File: src/rtl/riscv_ctrl_pkg.sv
// Shared encodings for the multi-cycle RV32I control path: opcodes, FSM states
// and the mux-select codes driven into the datapath.
package riscv_ctrl_pkg;

    localparam logic [6:0] OP_LOAD   = 7'b0000011;
    localparam logic [6:0] OP_STORE  = 7'b0100011;
    localparam logic [6:0] OP_OP     = 7'b0110011;
    localparam logic [6:0] OP_OPIMM  = 7'b0010011;
    localparam logic [6:0] OP_BRANCH = 7'b1100011;
    localparam logic [6:0] OP_JAL    = 7'b1101111;
    localparam logic [6:0] OP_JALR   = 7'b1100111;
    localparam logic [6:0] OP_LUI    = 7'b0110111;
    localparam logic [6:0] OP_AUIPC  = 7'b0010111;
    localparam logic [6:0] OP_SYSTEM = 7'b1110011;

    typedef enum logic [3:0] {
        S_FETCH    = 4'd0,
        S_DECODE   = 4'd1,
        S_MEMADR   = 4'd2,
        S_MEMREAD  = 4'd3,
        S_MEMWRITE = 4'd4,
        S_MEMWB    = 4'd5,
        S_EXECR    = 4'd6,
        S_EXECI    = 4'd7,
        S_ALUWB    = 4'd8,
        S_BRANCH   = 4'd9,
        S_JALR     = 4'd10,
        S_JAL      = 4'd11,
        S_LUI      = 4'd12,
        S_AUIPC    = 4'd13,
        S_HALT     = 4'd14
    } state_e;

    localparam logic [1:0] SRCA_PC    = 2'd0;
    localparam logic [1:0] SRCA_OLDPC = 2'd1;
    localparam logic [1:0] SRCA_RS1   = 2'd2;
    localparam logic [1:0] SRCA_ZERO  = 2'd3;

    localparam logic [1:0] SRCB_RS2  = 2'd0;
    localparam logic [1:0] SRCB_IMM  = 2'd1;
    localparam logic [1:0] SRCB_FOUR = 2'd2;

    localparam logic [1:0] ALU_ADD   = 2'd0;
    localparam logic [1:0] ALU_SUB   = 2'd1;
    localparam logic [1:0] ALU_FUNCT = 2'd2;

    localparam logic [1:0] RES_ALUOUT = 2'd0;
    localparam logic [1:0] RES_MEM    = 2'd1;
    localparam logic [1:0] RES_ALU    = 2'd2;

    localparam logic [2:0] IMM_I = 3'd0;
    localparam logic [2:0] IMM_S = 3'd1;
    localparam logic [2:0] IMM_B = 3'd2;
    localparam logic [2:0] IMM_J = 3'd3;
    localparam logic [2:0] IMM_U = 3'd4;

    function automatic logic [2:0] imm_src_for(input logic [6:0] op);
        case (op)
            OP_STORE:          return IMM_S;
            OP_BRANCH:         return IMM_B;
            OP_JAL:            return IMM_J;
            OP_LUI, OP_AUIPC:  return IMM_U;
            default:           return IMM_I;
        endcase
    endfunction

endpackage

File: src/rtl/branch_cond.sv
// Branch-taken decision from funct3 and the ALU compare flags.
module branch_cond
    import riscv_ctrl_pkg::*;
(
    input  logic [2:0] in_funct3,
    input  logic       in_zero,
    input  logic       in_lt,
    input  logic       in_ltu,
    output logic       out_taken
);

    always_comb begin
        out_taken = 1'b0;
        case (in_funct3)
            3'b000:  out_taken = in_zero;
            3'b001:  out_taken = ~in_zero;
            3'b100:  out_taken = in_lt;
            3'b101:  out_taken = ~in_lt;
            3'b110:  out_taken = in_ltu;
            3'b111:  out_taken = ~in_ltu;
            default: out_taken = 1'b0;
        endcase
    end

endmodule

File: src/rtl/multicycle_ctrl_fsm.sv
// Moore control FSM for a shared multi-cycle RV32I datapath with a memory-wait timeout.
// Build option CTRL_ENV_HALT_EN turns the SYSTEM opcode into a sticky HALT state.
module multicycle_ctrl_fsm
    import riscv_ctrl_pkg::*;
#(
    parameter int TIMEOUT_W      = 4,
    parameter int TIMEOUT_CYCLES = 15
) (
    input  logic       in_clk,
    input  logic       in_rst,
    input  logic [6:0] in_opcode,
    input  logic [2:0] in_funct3,
    input  logic       in_zero,
    input  logic       in_lt,
    input  logic       in_ltu,
    input  logic       in_mem_ready,
    output logic       out_mem_req,
    output logic       out_mem_write,
    output logic       out_adr_src,
    output logic       out_ir_write,
    output logic       out_pc_write,
    output logic       out_reg_write,
    output logic [1:0] out_alu_src_a,
    output logic [1:0] out_alu_src_b,
    output logic [1:0] out_alu_op,
    output logic [1:0] out_result_src,
    output logic [2:0] out_imm_src,
    output logic       out_illegal,
    output logic       out_bus_err,
    output logic [3:0] out_state
);

    localparam logic [TIMEOUT_W-1:0] TMO_LAST = TIMEOUT_W'(TIMEOUT_CYCLES - 1);

    state_e               state_q, state_d;
    logic [TIMEOUT_W-1:0] wait_q, wait_d;
    logic                 taken;

    branch_cond u_branch_cond (
        .in_funct3 (in_funct3),
        .in_zero   (in_zero),
        .in_lt     (in_lt),
        .in_ltu    (in_ltu),
        .out_taken (taken)
    );

    always_ff @(posedge in_clk or posedge in_rst) begin
        if (in_rst) begin
            state_q <= S_FETCH;
            wait_q  <= '0;
        end else begin
            state_q <= state_d;
            wait_q  <= wait_d;
        end
    end

    always_comb begin
        state_d        = state_q;
        wait_d         = '0;
        out_mem_req    = 1'b0;
        out_mem_write  = 1'b0;
        out_adr_src    = 1'b0;
        out_ir_write   = 1'b0;
        out_pc_write   = 1'b0;
        out_reg_write  = 1'b0;
        out_alu_src_a  = SRCA_PC;
        out_alu_src_b  = SRCB_RS2;
        out_alu_op     = ALU_ADD;
        out_result_src = RES_ALUOUT;
        out_imm_src    = IMM_I;
        out_illegal    = 1'b0;
        out_bus_err    = 1'b0;

        // Memory states share the wait counter: stay put until ready or timeout.
        if (state_q inside {S_FETCH, S_MEMREAD, S_MEMWRITE} && !in_mem_ready) begin
            if (wait_q == TMO_LAST) begin
                out_bus_err = 1'b1;
                state_d     = S_FETCH;
            end else begin
                wait_d = wait_q + 1'b1;
            end
        end

        case (state_q)
            S_FETCH: begin
                out_mem_req    = 1'b1;
                out_alu_src_b  = SRCB_FOUR;
                out_result_src = RES_ALU;
                if (in_mem_ready) begin
                    out_ir_write = 1'b1;
                    out_pc_write = 1'b1;
                    state_d      = S_DECODE;
                end
            end
            S_DECODE: begin
                out_alu_src_a = SRCA_OLDPC;
                out_alu_src_b = SRCB_IMM;
                out_imm_src   = imm_src_for(in_opcode);
                case (in_opcode)
                    OP_LOAD, OP_STORE: state_d = S_MEMADR;
                    OP_OP:             state_d = S_EXECR;
                    OP_OPIMM:          state_d = S_EXECI;
                    OP_BRANCH:         state_d = S_BRANCH;
                    OP_JAL:            state_d = S_JAL;
                    OP_JALR:           state_d = S_JALR;
                    OP_LUI:            state_d = S_LUI;
                    OP_AUIPC:          state_d = S_AUIPC;
`ifdef CTRL_ENV_HALT_EN
                    OP_SYSTEM:         state_d = S_HALT;
`endif
                    default: begin
                        out_illegal = 1'b1;
                        state_d     = S_FETCH;
                    end
                endcase
            end
            S_MEMADR: begin
                out_alu_src_a = SRCA_RS1;
                out_alu_src_b = SRCB_IMM;
                out_imm_src   = (in_opcode == OP_STORE) ? IMM_S : IMM_I;
                state_d       = (in_opcode == OP_STORE) ? S_MEMWRITE : S_MEMREAD;
            end
            S_MEMREAD: begin
                out_mem_req = 1'b1;
                out_adr_src = 1'b1;
                if (in_mem_ready) state_d = S_MEMWB;
            end
            S_MEMWRITE: begin
                out_mem_req   = 1'b1;
                out_mem_write = 1'b1;
                out_adr_src   = 1'b1;
                if (in_mem_ready) state_d = S_FETCH;
            end
            S_MEMWB: begin
                out_result_src = RES_MEM;
                out_reg_write  = 1'b1;
                state_d        = S_FETCH;
            end
            S_EXECR: begin
                out_alu_src_a = SRCA_RS1;
                out_alu_op    = ALU_FUNCT;
                state_d       = S_ALUWB;
            end
            S_EXECI: begin
                out_alu_src_a = SRCA_RS1;
                out_alu_src_b = SRCB_IMM;
                out_alu_op    = ALU_FUNCT;
                state_d       = S_ALUWB;
            end
            S_ALUWB: begin
                out_reg_write = 1'b1;
                state_d       = S_FETCH;
            end
            S_BRANCH: begin
                out_alu_src_a = SRCA_RS1;
                out_alu_op    = ALU_SUB;
                out_imm_src   = IMM_B;
                out_pc_write  = taken;
                state_d       = S_FETCH;
            end
            S_JALR: begin
                out_alu_src_a = SRCA_RS1;
                out_alu_src_b = SRCB_IMM;
                state_d       = S_JAL;
            end
            // ALUOut holds the target here; OLDPC+4 is formed now so rd==rs1 is safe.
            S_JAL: begin
                out_pc_write  = 1'b1;
                out_alu_src_a = SRCA_OLDPC;
                out_alu_src_b = SRCB_FOUR;
                state_d       = S_ALUWB;
            end
            S_LUI: begin
                out_alu_src_a = SRCA_ZERO;
                out_alu_src_b = SRCB_IMM;
                out_imm_src   = IMM_U;
                state_d       = S_ALUWB;
            end
            S_AUIPC: begin
                out_alu_src_a = SRCA_OLDPC;
                out_alu_src_b = SRCB_IMM;
                out_imm_src   = IMM_U;
                state_d       = S_ALUWB;
            end
            S_HALT: begin
                state_d = S_HALT;
            end
            default: begin
                state_d = S_FETCH;
            end
        endcase

        // Reset silences every strobe at once, dropping any in-flight store.
        if (in_rst) begin
            out_mem_req    = 1'b0;
            out_mem_write  = 1'b0;
            out_adr_src    = 1'b0;
            out_ir_write   = 1'b0;
            out_pc_write   = 1'b0;
            out_reg_write  = 1'b0;
            out_alu_src_a  = '0;
            out_alu_src_b  = '0;
            out_alu_op     = '0;
            out_result_src = '0;
            out_imm_src    = '0;
            out_illegal    = 1'b0;
            out_bus_err    = 1'b0;
        end
    end

    assign out_state = state_q;

endmodule
File: config.mk
export PLATFORM = sky130hd
export DESIGN_NAME = multicycle_ctrl_fsm
export DESIGN_NICKNAME = d
export VERILOG_FILES = /design/src/rtl/riscv_ctrl_pkg.sv /design/src/rtl/branch_cond.sv /design/src/rtl/multicycle_ctrl_fsm.sv
export SDC_FILE = /design/constraint.sdc
export NUM_CORES = 1
export LEC_CHECK = 0
export ABC_AREA = 1
export CORE_MARGIN = 1
export CORE_UTILIZATION = 45
export CTS_CLUSTER_SIZE = 16
export DETAILED_ROUTE_END_ITERATION = 10
export PLACE_DENSITY = 0.85
export REMOVE_ABC_BUFFERS = 1
export SLEW_MARGIN = 20
export SYNTH_ARGS = -nofsm -noshare
export SYNTH_HDL_FRONTEND = slang
export SYNTH_SLANG_ARGS = --single-unit
File: constraint.sdc
create_clock -name in_clk -period 2.9 [get_ports in_clk]
set_input_delay 0.435 -clock in_clk [delete_from_list [all_inputs] [get_ports in_clk]]
set_output_delay 0.435 -clock in_clk [all_outputs]
set_load 0.1 [all_outputs]
==> impl_metrics.env <==
export IMPL_outcome="finished, final reports clean"
export IMPL_yosys_area_share_xor_xnor=0.0198
export IMPL_cts_tree="built"
export IMPL_hold_buffers=0
export IMPL_cts_sinks=8
export IMPL_die_x_um=46.3
export IMPL_drt_iter0_drc=62
export IMPL_cp_arrival_ps=2030
export IMPL_synth_flop_cell="dfrtp_1"
export IMPL_post_cts_buffers=0
export IMPL_min_path_cells=1
export IMPL_fin_setup_tns_ps=0
export IMPL_maxCapViolations=0
export IMPL_grt_pass1_wl_um=4440
export IMPL_rsz0062_at_grt="no"
export IMPL_numCtsBuffers=3
export IMPL_synth_yosys_warnings=0
export IMPL_required_ps=2470
export IMPL_die_area_mm2=0.00214
export IMPL_grt_usage=0.281
export IMPL_path_max_fanout=4
export IMPL_initial_core_util=0.495
export IMPL_fillCellCount=123
export IMPL_syn_area_um2=883
export IMPL_relSlewSlack=0.670
export IMPL_portBuffers=38
export IMPL_postSynthCellCount=161
export IMPL_design_area_mm2=0.00147
export IMPL_die_height_um=46.3
export IMPL_met1_usage=0.365
export IMPL_antenna_found_initial=0
export IMPL_drive_above_1_share=0.173
export IMPL_clock_path_buffers=2
export IMPL_crit_path_end_kind="output port"
export IMPL_grt_start_max_net_pins=15
export IMPL_drt_antenna_violating_nets=0
export IMPL_wl_um=2670
export IMPL_multi_input_area_um2=571
export IMPL_ctsRootBufferMaster="clkbuf_4"
export IMPL_worstMarginPinSlew_ps=491
export IMPL_cts_clk_slew_worst_paths_ps=50
export IMPL_cts_resized=0
export IMPL_nets=222
export IMPL_grt_busiest_layer="met2"
export IMPL_grtUsageMet2=0.481
export IMPL_via_per_inst=5.20
export IMPL_period_minus_slack_ps=2460
export IMPL_grt_pass1_vias=1060
export IMPL_yosys_area_share_simple=0.484
export IMPL_synth_area_leaders="dfrtp_1 (23%), nand2_1 (21%), inv_1 (11%), nor2_1 (11%), a21oi_1 (6.2%)"
export IMPL_clock_latency_ps=250
export IMPL_ys_async_sr_fraction=1.00
export IMPL_firstDrtPassIters=4
export IMPL_dpl_hpwl_um=2240
export IMPL_overflow=0
export IMPL_start_kind="primary input"
export IMPL_postPlaceCellArea_mm2=0.00145
export IMPL_synthTopCellsByCount="nand2_1 (50), inv_1 (27), nor2_1 (25)"
export IMPL_vias=1181
export IMPL_min_period_over_period=0.849
export IMPL_crit_type="primary input to output port"
export IMPL_grt_use_met3=0.0627
export IMPL_ys_seq_area_frac=0.227
export IMPL_synth_top_family_by_area="simple AND/OR/NAND/NOR gates"
export IMPL_synth_fa_ha_area_frac=0.0283
export IMPL_synth_compound_area_frac=0.113
export IMPL_syn2layout_area_growth_pct=66.1
export IMPL_reg2regPathDepth=6
export IMPL_slew_violations=0
export IMPL_htree_levels=1
export IMPL_max_freq_mhz=406
export IMPL_synth_distinct_cells=22
export IMPL_synth_edff_count=0
export IMPL_drc=0
export IMPL_regArea_um2=200
export IMPL_synthMuxAreaShare=0
export IMPL_synth_largest_area_cell="dfrtp_1"
export IMPL_power_leakage_nw=0.791
export IMPL_power_density_mw_per_mm2=1100
export IMPL_syn_area_per_cell_um2=5.49
export IMPL_post_drt_wl_per_cell_um=11.8
export IMPL_setup_violations=0
export IMPL_gp_congestion=0.902
export IMPL_core_area_mm2=0.00178
export IMPL_rows=15
export IMPL_vdd_drop_max_mv=0.712
export IMPL_io_pins=39
export IMPL_hp_class="flip-flop to flip-flop"
export IMPL_synth_most_common_cell="nand2_1"
export IMPL_n_antenna_cell=0
export IMPL_synth_top_cell_area_share=0.227
export IMPL_synth_seq_cells=8
export IMPL_clock_skew_ps=3.52
export IMPL_hold_viol=0
[flip-flops by register name (all words and copies together) (netlist names)]
register and count:
wait_q 4, out_state 4
[where the power goes]
| group | total [W] | switching [W] | internal, W |
|---|---|---|---|
| Clock | 0.0000812 | 0.0000341 | 0.0000471 |
| Sequential | 0.000203 | 0.0000582 | 0.000145 |
| Combinational | 0.00133 | 0.000952 | 0.000381 |
[area by class of cell]
class                   count  area share
repair buffers             40       0.367
well taps                  25      0.0213
multi-input cells         123       0.389
flip-flops and latches      8       0.136
clock buffers               3      0.0153
inverters                  28      0.0716
[critical path, stage by stage]
cell             delay (ps)
clkdlybuf4s50_1         460
nand2_1                 100
nor3_1                  350
nand2_1                 160
a21oi_1                 300
buf_12                  220
[layout by cell type (no fill, tap or decap), types with 3 or more instances in the layout]
cell type,count
o21ai_0,5
clkbuf_4,3
nor2_1,25
buf_12,16
clkdlybuf4s50_1,15
a21oi_1,11
nand2_1,50
nand3_1,11
buf_4,9
dfrtp_1,8
nor3_1,4
inv_1,27
[logic make-up after synthesis]
logic type               after synthesis
AO/OA/AOI/OAI                         19
XOR/XNOR                               2
adder cells (fa/ha/maj)                2
buffers and inverters                 30
flip-flops                             8
AND/OR/NAND/NOR                      100
[worst paths after layout]
path	start	to	slack, ps
setup / recovery	in_opcode[1]	out_imm_src[2]	440
hold / removal	wait_q[0]$_DFF_PP0_	wait_q[0]$_DFF_PP0_	490
setup reg to reg	out_state[2]$_DFF_PP0_	out_state[0]$_DFF_PP0_	1370
hold reg to reg	wait_q[0]$_DFF_PP0_	wait_q[0]$_DFF_PP0_	490
max in group asynchronous	in_rst	out_state[3]$_DFF_PP0_	1770
min in group asynchronous	in_rst	wait_q[3]$_DFF_PP0_	780
[metrics by stage]
step	utilization	hold slack, ps	setup slack, ps	power [W]	instances
2_1_floorplan	-	265	-1610	0.00112	159
3_3_place_gp	0.811	469	539	0.00151	224
3_5_place_dp	0.811	482	458	0.00153	224
4_1_cts	0.823	489	460	0.00162	227
5_1_grt	0.823	523	283	0.00170	227
6_report	0.823	490	438	0.00162	227
[routing by layer]
metal	up-vias	wire (µm)	part of all wire
met5	-	0	0
met4	0	10	0.0037
met3	2	245	0.092
met2	59	1270	0.47
met1	527	1150	0.43
li1	593	-	-
Power figures use the tool's default switching activity.
